## config.mk

```make
export PLATFORM = sky130hd
export DESIGN_NAME = udma_tx_ch_arbiter
export DESIGN_NICKNAME = d
export VERILOG_FILES = /design/src/rtl/udma_pkg.sv /design/src/rtl/udma_txarb_id_fifo.sv /design/src/rtl/udma_tx_ch_arbiter.sv
export SDC_FILE = /design/constraint.sdc
export NUM_CORES = 1
export LEC_CHECK = 0
export BUFFER_PORTS_ARGS = -buffer_cell sky130_fd_sc_hd__buf_2
export CAP_MARGIN = 15
export CORE_AREA = 2 2 103 105
export CTS_CLUSTER_DIAMETER = 120
export DETAILED_ROUTE_END_ITERATION = 8
export DIE_AREA = 0 0 105 107
export PLACE_DENSITY = 0.76
export SYNTH_ARGS = -nofsm -noshare
export SYNTH_HDL_FRONTEND = slang
export SYNTH_SLANG_ARGS = --single-unit
export TNS_END_PERCENT = 100
```

## constraint.sdc

```tcl
create_clock -name clk_i -period 3 [get_ports clk_i]
set_input_delay 0.3 -clock clk_i [delete_from_list [all_inputs] [get_ports clk_i]]
set_output_delay 0.3 -clock clk_i [all_outputs]
set_load 0.005 [all_outputs]
```

## src/rtl/udma_pkg.sv

```systemverilog
// Shared uDMA datapath types plus the TX arbiter state encoding.
package udma_pkg;

   typedef logic [31:0] ch_addr_t;
   typedef logic [31:0] ch_data_t;
   typedef logic [1:0]  ch_datasize_t;
   typedef logic [1:0]  ch_dest_t;

   typedef enum logic {
      IDLE   = 1'b0,
      LOCKED = 1'b1
   } txarb_state_e;

endpackage

```

## src/rtl/udma_txarb_id_fifo.sv

```systemverilog
// In-order FIFO of requester ids for reads granted but not yet returned.
// DEPTH must be a power of 2 and at least 2.
module udma_txarb_id_fifo #(
   parameter int ID_W  = 2,
   parameter int DEPTH = 2
) (
   input  logic            clk_i,
   input  logic            rst_i,
   input  logic            push_i,
   input  logic [ID_W-1:0] id_i,
   input  logic            pop_i,
   output logic            full_o,
   output logic            empty_o,
   output logic [ID_W-1:0] head_o
);

   localparam int PTR_W = $clog2(DEPTH);
   localparam logic [PTR_W:0] PTR_ONE = (PTR_W + 1)'(1);

   logic [ID_W-1:0] mem_q [DEPTH];
   logic [PTR_W:0]  wr_q, wr_d, rd_q, rd_d;
   logic            do_push, do_pop;

   // Pointers carry one wrap bit so full and empty are distinguishable.
   assign empty_o = (wr_q == rd_q);
   assign full_o  = (wr_q[PTR_W] != rd_q[PTR_W]) &&
                    (wr_q[PTR_W-1:0] == rd_q[PTR_W-1:0]);
   assign head_o  = mem_q[rd_q[PTR_W-1:0]];

   always_comb begin
      do_push = push_i & ~full_o;
      do_pop  = pop_i & ~empty_o;
      wr_d    = do_push ? wr_q + PTR_ONE : wr_q;
      rd_d    = do_pop  ? rd_q + PTR_ONE : rd_q;
   end

   always_ff @(posedge clk_i) begin
      if (rst_i) begin
         wr_q <= '0;
         rd_q <= '0;
      end else begin
         wr_q <= wr_d;
         rd_q <= rd_d;
      end
   end

   always_ff @(posedge clk_i) begin
      if (do_push) begin
         mem_q[wr_q[PTR_W-1:0]] <= id_i;
      end
   end

endmodule

```

## src/rtl/udma_tx_ch_arbiter.sv

```systemverilog
// Round-robin arbiter sharing one L2 read port among TX channels, with in-order return steering.
// Optional UDMA_TXARB_PRIO_EN adds ch_prio_i: flagged requesters win the round-robin when present.
module udma_tx_ch_arbiter
   import udma_pkg::*;
#(
   parameter int N_CH      = 4,
   parameter int MAX_OUTST = 2
) (
   input  logic              clk_i,
   input  logic              rst_i,
   input  logic [N_CH-1:0]   ch_req_i,
   input  ch_addr_t          ch_addr_i     [N_CH],
   input  ch_datasize_t      ch_datasize_i [N_CH],
   input  ch_dest_t          ch_dest_i     [N_CH],
   output logic [N_CH-1:0]   ch_gnt_o,
   output logic [N_CH-1:0]   ch_valid_o,
   output ch_data_t          ch_data_o,
   input  logic [N_CH-1:0]   ch_ready_i,
   output logic              mem_req_o,
   output ch_addr_t          mem_addr_o,
   output ch_datasize_t      mem_datasize_o,
   output ch_dest_t          mem_dest_o,
   input  logic              mem_gnt_i,
   input  logic              mem_rvalid_i,
   input  ch_data_t          mem_rdata_i,
   output logic              mem_rready_o,
   output logic              busy_o,
   output logic              err_o
`ifdef UDMA_TXARB_PRIO_EN
   ,
   input  logic [N_CH-1:0]   ch_prio_i
`endif
);

   localparam int ID_W = $clog2(N_CH);
   localparam logic [ID_W-1:0] LAST_CH = ID_W'(N_CH - 1);

   txarb_state_e    state_q, state_d;
   logic [ID_W-1:0] rr_q, rr_d, lock_q, lock_d;
   logic            err_q, err_d;
   logic [N_CH-1:0] cand;
   logic [ID_W-1:0] idx, pick, sel, head;
   logic            found, req, push, pop, fifo_full, fifo_empty;

   always_comb begin
      cand = ch_req_i;
`ifdef UDMA_TXARB_PRIO_EN
      if (|(ch_req_i & ch_prio_i)) begin
         cand = ch_req_i & ch_prio_i;
      end
`endif
   end

   // First candidate at or after the rr pointer, wrapping around.
   always_comb begin
      pick  = rr_q;
      idx   = '0;
      found = 1'b0;
      for (int k = 0; k < N_CH; k++) begin
         idx = ID_W'((int'(rr_q) + k) % N_CH);
         if (!found && cand[idx]) begin
            pick  = idx;
            found = 1'b1;
         end
      end
   end

   always_comb begin
      state_d  = state_q;
      rr_d     = rr_q;
      lock_d   = lock_q;
      sel      = pick;
      req      = 1'b0;
      push     = 1'b0;
      ch_gnt_o = '0;
      case (state_q)
         IDLE:    req = (|ch_req_i) & ~fifo_full;
         LOCKED: begin
            sel = lock_q;
            req = 1'b1;
         end
         default: req = 1'b0;
      endcase
      if (req && mem_gnt_i) begin
         ch_gnt_o[sel] = 1'b1;
         push          = 1'b1;
         rr_d          = (sel == LAST_CH) ? '0 : sel + 1'b1;
         state_d       = IDLE;
      end else if (req) begin
         state_d = LOCKED;
         lock_d  = sel;
      end
   end

   assign mem_req_o      = req;
   assign mem_addr_o     = req ? ch_addr_i[sel]     : '0;
   assign mem_datasize_o = req ? ch_datasize_i[sel] : '0;
   assign mem_dest_o     = req ? ch_dest_i[sel]     : '0;

   // A return with nothing outstanding is still accepted so the L2 side never stalls.
   always_comb begin
      ch_valid_o   = '0;
      mem_rready_o = mem_rvalid_i;
      if (!fifo_empty) begin
         ch_valid_o[head] = mem_rvalid_i;
         mem_rready_o     = ch_ready_i[head];
      end
   end

   assign ch_data_o = mem_rdata_i;
   assign pop       = mem_rvalid_i & mem_rready_o & ~fifo_empty;
   assign err_d     = err_q | (mem_rvalid_i & fifo_empty);
   assign err_o     = err_q;
   assign busy_o    = ~fifo_empty | (state_q == LOCKED) | req;

   udma_txarb_id_fifo #(
      .ID_W  (ID_W),
      .DEPTH (MAX_OUTST)
   ) u_id_fifo (
      .clk_i   (clk_i),
      .rst_i   (rst_i),
      .push_i  (push),
      .id_i    (sel),
      .pop_i   (pop),
      .full_o  (fifo_full),
      .empty_o (fifo_empty),
      .head_o  (head)
   );

   always_ff @(posedge clk_i) begin
      if (rst_i) begin
         state_q <= IDLE;
         rr_q    <= '0;
         lock_q  <= '0;
         err_q   <= 1'b0;
      end else begin
         state_q <= state_d;
         rr_q    <= rr_d;
         lock_q  <= lock_d;
         err_q   <= err_d;
      end
   end

endmodule

```

==> results.md <==
- Status: finished clean
- Final ANT Viol Nets: 0
- Iter 0 DRT Violations: approximately 400
- Vias in the first global route: about 4300
- Rows: 37
- Critical path startpoint category: flop
- Ys async rst share: 0%
- RSZ-0062 raised after global routing: no
- Final worst path period need: approximately 2700 ps
- PD cells: about 390 nW/um^2
- CTS sink count: 15
- Final Hold Violating Endpoints: 0
- Worst reg-to-reg setup slack: 1050 ps
- Worst Path Arrival: around 2400 ps
- Clock Path Buffers: 2
- # diodes: 0
- Via count: 5130
- Fin crit share: 89.1%
- Initial antenna violation count: 0
- Sw Pwr: 0.876 mW
- RD Place Congestion: between 0.8 and 0.9
- Net Sw Frac: 45.9%
- Average wire per standard cell: between 15 and 20 um
- Setup bufs post-CTS: 0
- Dominant synthesized flop cell: dfxtp_1
- HPWL after DPL: 9290 um
- Final setup violating endpoints: 0
- GR Util All Layers: 21.2%
- CTS tree: built
- Distinct cells, synth: a little over 50
- Post-CTS Resized: 0
- Die H: around 110 um
- Cell with the most instances after synthesis: nand2_1
- Post-synthesis sequential area ratio: under 10%
- Max Fanout on Critical Path: between 40 and 50
- Final net count: 922
- Initial core utilization: approximately 39%
- Avg Vias per Cell: roughly 6
- Peak Freq: ~0.37 GHz
- Syn nets: roughly 800
- CTS buffer count: 3
- Actual slew at the worst max-slew pin: 596 ps
- Area grow syn2layout: 21.5%
- # DRC: 0
- Core area: just over 10000 sq um
- Max_cap viols: 0
- Clock share of power: between 8 and 9%
- CTS root buffer: clkbuf_8
- Top-area cell type share of the netlist area: a little over a tenth
- Hold Crit Class: input pin to flop
- Ys Warns: 0
- Mapped Area: between 3000 and 4000 sq um
- Io pins: ~270
- Largest net degree at the start of global routing: 87
- Worst reg-to-reg path cell count: 8
- Logic pwr share: 76.9%
- Final setup TNS: 0 ps
- Port Buffers: slightly above 200
- First-pass iteration count of the detailed router: 5
- Leakage: ~2.4 nW
- CTS Hold Bufs: 0
- Die area: between 10000 and 15000 sq um
- Worst EP required: between 2000 and 3000 ps
- Fin util: 47.9%
- Syn Area/Cell: about 6.5 sq um
- Worst vdd ir: about 0.20 mV
- Hold WS: around 340 ps
- Total wire length: 13300 um
- Reg clk slew, reported paths: approximately 70 ps
- Die Span X: between 100 and 150 um
- EDFF count, synth: 4
- Setup Skew: 5.04 ps
- Worst-Skew Late Latency: roughly 250 ps
- Grt total ovfl: 0
- List of most frequent post-synthesis cells: 115 x nand2_1, 44 x clkbuf_1, 42 x o21ai_0
- Pins Over Slew Limit: 0
- Dominant cells by area after synthesis: nand2_1 11%, a311o_1 9.1%, a2bb2oi_1 7.9%
- Flop pwr share: between 10% and 20%
- H-tree Lvls: 1
- Share of layout cells above drive strength 1: about a third
- Hold Path Depth: 3
- Kind of critical path: flop to output pin
- Worst rel slew slack: 59.8%
- Worst setup EP type: output pin
- Cell count after synthesis: just over 600
- Yosys reg bits: 15
- P_int: slightly above 1 mW
- Post-synth top area cell: nand2_1
- First-pass GRT wire length: 20500 um
[cells in the final DEF, fill, tap and decap left out, drive strengths merged, types with 4 or more instances in the layout]
| master | netlist | layout |
|---|---|---|
| buf | 57 | 217 |
| nand2 | 115 | 115 |
| o21ai | 43 | 43 |
| nor3 | 39 | 39 |
| or3 | 39 | 39 |
| a31oi | 39 | 39 |
| a21o | 38 | 38 |
| o211ai | 37 | 37 |
| a311o | 36 | 36 |
| a2bb2oi | 36 | 36 |
| a21oi | 15 | 15 |
| nor2 | 13 | 13 |
| dfxtp | 11 | 11 |
| nor2b | 4 | 4 |
| edfxtp | 4 | 4 |
[state kept, by name, indices dropped and copies added, names as in the netlist, named ones only]
name	cells
lock_q	2
rr_q	2
u_id_fifo.wr_q	2
state_q	1
u_id_fifo.mem_q	4
u_id_fifo.rd_q	2
err_o	1
[worst paths after layout]
check	start	end
hold reg to reg	err_o	err_o
setup reg to reg	rr_q[0]	rr_q[1]
setup / recovery	rr_q[0]	mem_dest_o[1]
hold / removal	mem_rvalid_i	err_o
[critical path: stages, from the launching register on]
cell     delay (ps)
dfxtp_1         400
and2b_1         250
nor3b_4         290
buf_4           440
nor3_1          100
a311o_1         330
a21o_1          190
buf_2           120
[cell type report]
| class | instances | area [sq um] |
|---|---|---|
| fillers | 1056 | 5260 |
| multi-input cells | 493 | 3070 |
| repair buffers | 217 | 1200 |
| flip-flops and latches | 15 | 340 |
| well taps | 136 | 170 |
| clock buffers | 3 | 41.3 |
| inverters | 3 | 11.3 |
| clock inverters | 1 | 5.00 |
[stage by stage]
step | cells | instance area, sq um | power (mW) | setup slack (ps)
after CTS | 868 | 4830 | 1.91 | 331
after global placement | 864 | 4790 | 1.73 | 630
after floorplan | 613 | 3980 | 1.30 | 963
after global routing | 868 | 4830 | 2.08 | 202
after detailed placement | 864 | 4790 | 1.74 | 578
final | 868 | 4830 | 1.91 | 326
[metal layers]
| metal | wire (um) | vias to the layer above | global-route usage, % |
|---|---|---|---|
| met5 | 0 | - | 0 |
| met4 | 227 | 0 | 5.62 |
| met3 | 877 | 28 | 2.86 |
| met1 | 5680 | 2349 | 27.9 |
| li1 | - | 2540 | - |
| met2 | 6510 | 213 | 36.5 |
[power groups by stage]
stage	registers, mW	clock network [mW]	logic, mW
floorplan	0.264	0	1.04
global route	0.279	0.177	1.62
global placement	0.276	0	1.45
CTS	0.272	0.169	1.47
finish	0.273	0.168	1.47
detailed placement	0.277	0	1.46
[cells by family after synthesis]
kind of cell | count (synthesis) | synth area share, %
buffers and inverters | 105 | 14.6
XOR/XNOR | 4 | 0.880
adder cells (fa/ha/maj) | 1 | 0.314
AND/OR/NAND/NOR | 231 | 27.7
AO/OA/AOI/OAI | 255 | 47.5
flip-flops | 15 | 8.55
multiplexers | 2 | 0.503
Power figures use the tool's default switching activity.
